[config.mk]
export PLATFORM = sky130hd
export DESIGN_NAME = tau_dot_mac
export DESIGN_NICKNAME = d
export VERILOG_FILES = /design/src/rtl/tau_pkg.sv /design/src/rtl/tau_lane.sv /design/src/rtl/tau_dot_mac.sv
export SDC_FILE = /design/constraint.sdc
export NUM_CORES = 1
export LEC_CHECK = 0
export BUFFER_PORTS_ARGS = -buffer_cell sky130_fd_sc_hd__buf_2
export CAP_MARGIN = 5
export CORE_ASPECT_RATIO = 0.5
export CORE_UTILIZATION = 25
export CTS_BUF_LIST = sky130_fd_sc_hd__clkbuf_4
export DETAILED_ROUTE_END_ITERATION = 16
export HOLD_SLACK_MARGIN = 0.12
export SYNTH_ARGS = -nofsm -noshare
export SYNTH_HDL_FRONTEND = slang
export SYNTH_SLANG_ARGS = --single-unit
[constraint.sdc]
create_clock -name clk -period 10.37 [get_ports clk]
set_clock_uncertainty 0.15 [all_clocks]
set_input_delay 1.037 -clock clk [delete_from_list [all_inputs] [get_ports clk]]
set_output_delay 1.037 -clock clk [all_outputs]
set_load 0.02 [all_outputs]
[src/rtl/tau_pkg.sv]
// Shared definitions for the unary-by-binary dot-product MAC:
// controller states and default operand geometry.
package tau_pkg;

    typedef enum logic [1:0] {
        ST_IDLE = 2'd0,
        ST_RUN  = 2'd1,
        ST_DONE = 2'd2
    } tau_state_t;

    localparam int TAU_BITWIDTH = 32'd8;
    localparam int TAU_LANES    = 32'd4;

endpackage

[src/rtl/tau_lane.sv]
// One multiply lane: holds the unary mask and binary operand, and each step
// retires the highest set mask bit k, contributing b << k.
module tau_lane #(
    parameter int BITWIDTH = 8
) (
    input  logic                  clk,
    input  logic                  reset,
    input  logic                  load,
    input  logic                  step,
    input  logic [BITWIDTH-1:0]   load_mask,
    input  logic [BITWIDTH-1:0]   load_b,
    output logic [2*BITWIDTH-1:0] contrib,
    output logic                  empty,
    output logic                  last
);

    localparam int KW = $clog2(BITWIDTH);

    logic [BITWIDTH-1:0] mask_r;
    logic [BITWIDTH-1:0] b_r;
    logic [BITWIDTH-1:0] bit_s;
    logic [KW-1:0]       k_s;

    // Priority encode: the highest set bit wins because later indices overwrite.
    always_comb begin
        k_s = '0;
        for (int i = 0; i < BITWIDTH; i++) begin
            k_s = mask_r[i] ? i[KW-1:0] : k_s;
        end
    end

    // One-hot of the bit retired this step, and the lane's shifted product term.
    always_comb begin
        bit_s   = {{(BITWIDTH-1){1'b0}}, 1'b1} << k_s;
        empty   = (mask_r == '0);
        contrib = empty ? '0 : ({{BITWIDTH{1'b0}}, b_r} << k_s);
        last    = ((mask_r & ~bit_s) == '0);
    end

    // Operand registers: load on accept, peel one mask bit per RUN cycle.
    always_ff @(posedge clk) begin
        if (reset) begin
            mask_r <= '0;
            b_r    <= '0;
        end else if (load) begin
            mask_r <= load_mask;
            b_r    <= load_b;
        end else if (step) begin
            mask_r <= mask_r & ~bit_s;
            b_r    <= b_r;
        end else begin
            mask_r <= mask_r;
            b_r    <= b_r;
        end
    end

endmodule

[src/rtl/tau_dot_mac.sv]
// Dot-product MAC with unary-coded a operands: RUN lasts as many cycles as the
// densest lane mask, summing all lane terms into the accumulator every cycle.
module tau_dot_mac
    import tau_pkg::*;
#(
    parameter int BITWIDTH  = TAU_BITWIDTH,
    parameter int LANES     = TAU_LANES,
    parameter int ACC_WIDTH = 2*BITWIDTH + $clog2(LANES) + 8
) (
    input  logic                          clk,
    input  logic                          reset,
    input  logic                          in_valid,
    output logic                          in_ready,
    input  logic [LANES*BITWIDTH-1:0]     in_a,
    input  logic [LANES*BITWIDTH-1:0]     in_b,
    input  logic                          in_acc_clear,
    output logic                          out_valid,
    input  logic                          out_ready,
    output logic [ACC_WIDTH-1:0]          out_acc,
    output logic [$clog2(BITWIDTH+1)-1:0] out_cycles,
    output logic                          busy
);

    localparam int CW = $clog2(BITWIDTH+1);
    localparam logic [CW-1:0] CYC_ONE = {{(CW-1){1'b0}}, 1'b1};

    tau_state_t state_r;
    tau_state_t next_s;

    logic [ACC_WIDTH-1:0]  acc_r;
    logic [ACC_WIDTH-1:0]  out_acc_r;
    logic [CW-1:0]         out_cycles_r;
    logic [CW-1:0]         cnt_r;
    logic                  ready_r;
    logic                  valid_r;
    logic                  busy_r;

    logic                  accept_s;
    logic                  step_s;
    logic                  run_end_s;
    logic [ACC_WIDTH-1:0]  acc_base_s;
    logic [ACC_WIDTH-1:0]  sum_s;
    logic [2*BITWIDTH-1:0] contrib_s [LANES];
    logic [LANES-1:0]      empty_s;
    logic [LANES-1:0]      last_s;

    assign accept_s  = in_valid & ready_r;
    assign step_s    = (state_r == ST_RUN);
    assign run_end_s = &(last_s | empty_s);

    for (genvar l = 0; l < LANES; l++) begin : g_lane
        tau_lane #(
            .BITWIDTH (BITWIDTH)
        ) u_lane (
            .clk       (clk),
            .reset     (reset),
            .load      (accept_s),
            .step      (step_s),
            .load_mask (in_a[l*BITWIDTH +: BITWIDTH]),
            .load_b    (in_b[l*BITWIDTH +: BITWIDTH]),
            .contrib   (contrib_s[l]),
            .empty     (empty_s[l]),
            .last      (last_s[l])
        );
    end

    // Single adder tree over all lane terms, plus the accumulator start value.
    always_comb begin
        sum_s = '0;
        for (int l = 0; l < LANES; l++) begin
            sum_s = sum_s + ACC_WIDTH'(contrib_s[l]);
        end
        acc_base_s = in_acc_clear ? '0 : acc_r;
    end

    // Controller state register.
    always_ff @(posedge clk) begin
        if (reset) begin
            state_r <= ST_IDLE;
        end else begin
            state_r <= next_s;
        end
    end

    // Next-state decode; an all-zero operand set skips RUN entirely.
    always_comb begin
        next_s = state_r;
        case (state_r)
            ST_IDLE: begin
                if (accept_s) begin
                    next_s = (|in_a) ? ST_RUN : ST_DONE;
                end else begin
                    next_s = ST_IDLE;
                end
            end
            ST_RUN: begin
                if (run_end_s) begin
                    next_s = ST_DONE;
                end else begin
                    next_s = ST_RUN;
                end
            end
            ST_DONE: begin
                if (out_ready) begin
                    next_s = ST_IDLE;
                end else begin
                    next_s = ST_DONE;
                end
            end
            default: next_s = ST_IDLE;
        endcase
    end

    // Datapath and registered handshake flags; results latch only on entry to DONE.
    always_ff @(posedge clk) begin
        if (reset) begin
            acc_r        <= '0;
            out_acc_r    <= '0;
            out_cycles_r <= '0;
            cnt_r        <= '0;
            ready_r      <= 1'b1;
            valid_r      <= 1'b0;
            busy_r       <= 1'b0;
        end else begin
            ready_r <= (next_s == ST_IDLE);
            valid_r <= (next_s == ST_DONE);
            busy_r  <= (next_s != ST_IDLE);
            case (state_r)
                ST_IDLE: begin
                    if (accept_s) begin
                        acc_r <= acc_base_s;
                        cnt_r <= '0;
                        if (~|in_a) begin
                            out_acc_r    <= acc_base_s;
                            out_cycles_r <= '0;
                        end
                    end
                end
                ST_RUN: begin
                    acc_r <= acc_r + sum_s;
                    cnt_r <= cnt_r + CYC_ONE;
                    if (run_end_s) begin
                        out_acc_r    <= acc_r + sum_s;
                        out_cycles_r <= cnt_r + CYC_ONE;
                    end
                end
                ST_DONE: begin
                    acc_r <= acc_r;
                end
                default: begin
                    acc_r <= acc_r;
                end
            endcase
        end
    end

    assign in_ready   = ready_r;
    assign out_valid  = valid_r;
    assign busy       = busy_r;
    assign out_acc    = out_acc_r;
    assign out_cycles = out_cycles_r;

endmodule

After elaboration in Yosys (flattened, before gate mapping)
Index checks and enable logic that the tools add are counted.
Widths: inputs -> output; s select.
Operators by class
  add/subtract/negate cells: 5
  multipliers: 0
  div/mod/pow operators: 0
  order comparisons: 0
  equal/unequal tests: 6
  shift-type cells: 8
  muxes and demuxes: 58
  bitwise gates (word level): 10
  reductions and logical operators: 17
Operator list (number)
  $mux 26: 5
  $pmux 26 s2: 2
  $mux 3: 24
  $logic_not 8->1: 8
  $mux 16: 4
  $mux 8: 8
  $shl 8x3->16: 4
  $and 8x8->8: 4
  $not 8->8: 4
  $reduce_or 32->1: 1
  $shl 1x3->8 const A: 4
  $add 26x19->26: 1
  $add 18x16->19: 1
  $add 17x16->18: 1
  $add 16x16->17: 1
  $mux 4: 4
  $pmux 4 s2: 2
  $mux 2: 4
  $reduce_and 4->1: 2
  $ne 2x2->1 const B: 3
  $pmux 2 s3: 1
  $reduce_bool 2->1: 3
  $add 4x1->4 const B: 1
  $eq 2x2->1 const B: 2
  6 further kinds: 10
Word-level totals
  flip-flop bits (word level): 129
  bits in latches: 0
  bits in writable memories: 0
  bits in read-only memories: 0
  bits of input ports: 69
  output and inout port bits: 33
  logic and storage cells: 120
  memories kept: 0

Depth between registers and ports, before layout
  depth in word-level cells: 16
  mapped depth: 26
  gate-level depth less buffers: 23

Cells and area by module
Synthesis repeated with hierarchy kept, for this count alone.
Unflattened totals
  cell total of the unflattened synthesis: 1284
  area total of the unflattened synthesis: 10156.0 µm²
Modules (own cells, without submodules)
  tau_dot_mac: times used 1, cells an instance 692, area each 5406.4 µm², sequential area each 1301.2 µm²
  tau_lane: times used 4, cells an instance 148, area each 1187.4 µm², sequential area each 320.3 µm²

Worst setup path before layout
OpenSTA, ideal clock, no wires.
  kind: register -> register
  start point: reg g_lane[1].u_lane.mask_r[7]
  end point: reg out_acc_r[24] (netlist: out_acc[24])
  setup time: 0.122 ns
  arrival: 5.562 ns
  data required time: 10.098 ns
  path slack: 4.537 ns
  cell stages (with the launch flop): 23
  buffers on the path: 2
  clock period less this slack: 5.833 ns
  path through: dfxtp_1 -> buf_2 -> or2_1 -> clkbuf_1 -> nor2_1 -> mux2i_1 -> mux2_2 -> o22a_1 -> fa_1 -> inv_1 -> fa_1 -> inv_1 -> fa_1 -> inv_1 -> ha_1 -> a41o_1 -> a221oi_1 -> o31a_1 -> o211ai_1 -> a31oi_2 -> nor3_1 -> o21bai_1 -> o311a_1
On the way
  cells in the longest elaborated chain, start to end: 9
  elaborated cells on any way between the ends: 18
  those cells by class: add/sub: 4; eq/ne: 1; shift: 2; mux: 4; bitwise: 3; reduce/logical: 4
RTL lines
  start: declaration: RTL line tau_lane.sv:19  | logic [BITWIDTH-1:0] mask_r;
  start signal: assignment: RTL line tau_lane.sv:46  | mask_r <= load_mask;
  start signal: assignment: RTL line tau_lane.sv:49  | mask_r <= mask_r & ~bit_s;
  start signal: assignment: RTL line tau_lane.sv:52  | mask_r <= mask_r;
  $mux 3: RTL line tau_lane.sv:28  | k_s = mask_r[i] ? i[KW-1:0] : k_s;
  $shl 8x3->16 / $shl 1x3->8 (equally long branches): RTL line tau_lane.sv:36, tau_lane.sv:34
  $mux 16 / $not 8->8 (equally long branches): RTL line tau_lane.sv:36, tau_lane.sv:37
  $add 16x16->17 / $and 8x8->8 (equally long branches): RTL line tau_dot_mac.sv:71, tau_lane.sv:37
  $add 17x16->18 / $logic_not 8->1 (equally long branches): RTL line tau_dot_mac.sv:71, tau_lane.sv:37
  $add 18x16->19 / $or 4x4->4 (equally long branches): RTL line tau_dot_mac.sv:71, tau_dot_mac.sv:49
  $add 26x19->26 / $reduce_and 4->1 (equally long branches): RTL line tau_dot_mac.sv:143, tau_dot_mac.sv:49
  $mux 26 / $ne 2x2->1 (equally long branches)
  $pmux 26 s2 / $reduce_and 4->1 (equally long branches)
  end signal: assignment: RTL line tau_dot_mac.sv:134  | out_acc_r <= acc_base_s;
  end signal: assignment: RTL line tau_dot_mac.sv:143  | out_acc_r <= acc_r + sum_s;
  end: declaration: RTL line tau_dot_mac.sv:31  | logic [ACC_WIDTH-1:0] out_acc_r;
Parallel ways exist; a longest one is shown, timed or not. The select of a mux whose other input is x is not followed.
A chain may end at the register's enable or synchronous reset.

Final worst setup path
  start point: reg g_lane[0].u_lane.mask_r[2]
  end point: reg out_acc_r[22] (netlist: out_acc[22])
On the way
  cells in the longest elaborated chain, start to end: 14
  elaborated cells on any way between the ends: 23
  those cells by class: add/sub: 4; eq/ne: 1; shift: 2; mux: 9; bitwise: 3; reduce/logical: 4
RTL lines (RTL line)
  start: declaration: tau_lane.sv:19
  start signal: assignment: tau_lane.sv:46
  start signal: assignment: tau_lane.sv:49
  start signal: assignment: tau_lane.sv:52
  $mux 3 (6 in series): tau_lane.sv:28
  $shl 8x3->16 / $shl 1x3->8 (equally long branches): tau_lane.sv:36, tau_lane.sv:34
  $mux 16 / $not 8->8 (equally long branches): tau_lane.sv:36, tau_lane.sv:37
  $add 16x16->17 / $and 8x8->8 (equally long branches): tau_dot_mac.sv:71, tau_lane.sv:37
  $add 17x16->18 / $logic_not 8->1 (equally long branches): tau_dot_mac.sv:71, tau_lane.sv:37
  $add 18x16->19 / $or 4x4->4 (equally long branches): tau_dot_mac.sv:71, tau_dot_mac.sv:49
  $add 26x19->26 / $reduce_and 4->1 (equally long branches): tau_dot_mac.sv:143, tau_dot_mac.sv:49
  $mux 26 / $ne 2x2->1 (equally long branches)
  $pmux 26 s2 / $reduce_and 4->1 (equally long branches)
Parallel ways exist; a longest one is shown, timed or not. The select of a mux whose other input is x is not followed.

==> results.json <==
{
  "ir_drop_mv": 0.0809,
  "numCtsBuffers": 17,
  "worstSetupEndpointType": "flop",
  "drv_cap": 0,
  "dp_hpwl_um": 20000,
  "status": "finished, final reports clean",
  "route.detailed.drc": 0,
  "seq_power_share_pct": 35.4,
  "wl_met3_um": 1030,
  "cp.arrival_ps": 6800,
  "synth_top_cell_by_area": "dfxtp_1",
  "clkSinkCount": 129,
  "overflow": 0,
  "max_freq_mhz": 155,
  "die_w_um": 270,
  "fin_setup_tns_ps": 0,
  "htreeDepth": 4,
  "multi_input_area_sq_um": 5640,
  "grt_pass1_vias": 7685,
  "pwr-share-clk_pct": 25.5,
  "synth_area_leaders": "dfxtp_1, fa_1, nand2_1",
  "clockBufferDepth": 2,
  "wl_um": 25700,
  "post-route-period-util_pct": 62.1,
  "initial_core_util_pct": 25.7,
  "wl_met1_um": 11700,
  "ios": 102,
  "final_nets": 1332,
  "dr.pass1.iters": 5,
  "die_area_sq_um": 36600,
  "powerDensity_nw_per_um2": 164,
  "synth_cell_types": 67,
  "setup_violations": 0,
  "maxUsedRoutingLayer": "met4",
  "power.switching_uw": 683,
  "cts_tree": "done",
  "vias": 8197,
  "synth_nets": 1280,
  "area_growth_pct": 13.3,
  "hold_path_class": "reg -> reg",
  "core_sq_um": 34800,
  "cts_resized": 0,
  "grt_usage_pct": 14.2,
  "ys_seq_elements": 129,
  "dr_wl_met2_um": 12500,
  "clock_latency_ps": 570,
  "nFillCells": 3842,
  "final_common_cell": "nand2_1",
  "p_comb_share_pct": 39.1,
  "grt_max_degree": 72,
  "async_flop_share_pct": 0,
  "placement.io_buffers": 101,
  "ys_seq_area_share_pct": 28.9,
  "detail-route-antenna-nets": 0,
  "cp-start-kind": "flop",
  "die_h_um": 136,
  "yosysTopAreaCellShare_pct": 28.9,
  "final.min_clock_period_ps": 6440,
  "synth_ff_type": "dfxtp_1",
  "drive_above_1_share_pct": 14.4,
  "ctsHoldBuffers": 0,
  "slew_headroom_pct": 24.5,
  "rows": 48,
  "tightest_slew_ps": 1130,
  "rsz0062_at_grt": "false",
  "hold_viol": 0,
  "crit_type": "reg -> reg",
  "crit_path_max_fanout": 12,
  "synth_warnings": 0,
  "place.gp.congestion": 0.916,
  "syn_area_per_cell_sq_um": 7.82,
  "drtIter0Drc": 482,
  "swShare_pct": 41.1,
  "timing.final.ws_setup_ps": 3930,
  "antenna_found_initial": 1,
  "p_total_mw": 1.66,
  "required_ps": 10720,
  "finish.utilization_pct": 29.1,
  "regArea_sq_um": 2580,
  "final_cell_mix": "nand2_1, dfxtp_1, a21oi_1",
  "final_max_slew_viol_count": 0,
  "synth_edf_count": 0,
  "dp_slack_ps": 4030,
  "via_per_inst": 4.87,
  "wl_per_cell_um": 15.3,
  "root_buffer": "clkbuf_4",
  "synth_area_sq_um": 8950,
  "path_clk_slew_ps": 140,
  "p_int_uw": 978,
  "p_leak_nw": 4.22,
  "syn_inst": 1144,
  "postCtsSetupBuffers": 0,
  "grt_pass1_wl_um": 41000
}
cell usage after synthesis (all sizes together) (11+ instances only):
library cell	count
inv	112
a21oi	118
mux2i	46
and2	11
a22oi	21
nand3	32
nor3	27
buf	21
nor4	18
ha	23
dfxtp	129
a211oi	37
o21ai	31
nor2	86
o211ai	18
fa	44
nand2	176
clkbuf	53
path summary, 6_finish.rpt:
path	endpoint	slack, ps	start	cells past startpoint
worst max register to register	out_acc[22]	3930	g_lane[0].u_lane.mask_r[2]	21
worst max-delay path	out_acc[22]	3930	g_lane[0].u_lane.mask_r[2]	21
worst min-delay path	out_cycles[0]	310	out_cycles[0]	2
worst min register to register	out_cycles[0]	310	out_cycles[0]	2
final cells by class:
type,count,share of cell area (%)
flip-flops and latches,129,25.5
diodes,1,0.0247
clock buffers,17,1.26
clock inverters,14,2.14
repair buffers,107,5.45
multi-input cells,828,55.6
well taps,475,5.86
inverters,113,4.18
routing by layer:
metal / vias to the layer above / track usage, %
met5: - / 0
met4: 0 / 4.48
met3: 28 / 2.32
met2: 159 / 24.7
met1: 3933 / 18.1
li1: 4077 / -
power groups by stage:
stage                     Clock, mW  Sequential (mW)  Combinational, mW
after global routing          0.457            0.594              0.733
final                         0.424            0.588              0.649
after global placement            0            0.597              0.647
after CTS                     0.438            0.587              0.652
after detailed placement          0            0.598              0.649
after floorplan                   0            0.590              0.493
critical path: stages (launching register included):
cell,delay [ps]
dfxtp_1,450
inv_1,60
a21oi_1,150
o21bai_1,80
a21oi_1,840
mux2i_1,360
a22oi_1,160
fa_1,540
inv_1,50
fa_1,520
inv_1,50
fa_1,540
inv_1,40
ha_1,330
o21ai_0,150
o21a_1,240
o31a_1,350
o211ai_1,330
a31oi_2,260
nor4_1,390
a211oi_1,90
a211oi_1,230
registers in the layout (all words and copies together), names as in the netlist:
name                  count
g_lane.u_lane.b_r        32
g_lane.u_lane.mask_r     32
acc_r                    26
out_acc                  26
cnt_r                     4
out_cycles                4
state_r                   2
busy                      1
in_ready                  1
out_valid                 1
cells by family (layout without fill, tap and decap cells):
kind of cell	after synthesis	in the layout	synth area share, %
buf+inv	187	251	8.32
fa+ha+maj	67	67	13.1
simple gates	386	386	19.2
compound gates	303	303	22.4
xor+xnor	15	15	1.47
other cells	0	1	0
mux	57	57	6.65
flops	129	129	28.9
through the flow:
step	instance area, sq um	hold slack [ps]	instances
2_1_floorplan	8950	298	1144
3_3_place_gp	9790	291	1652
3_5_place_dp	9790	293	1652
4_1_cts	10100	313	1683
5_1_grt	10100	330	1684
6_report	10100	309	1684
(Power assumes the default switching activity.)
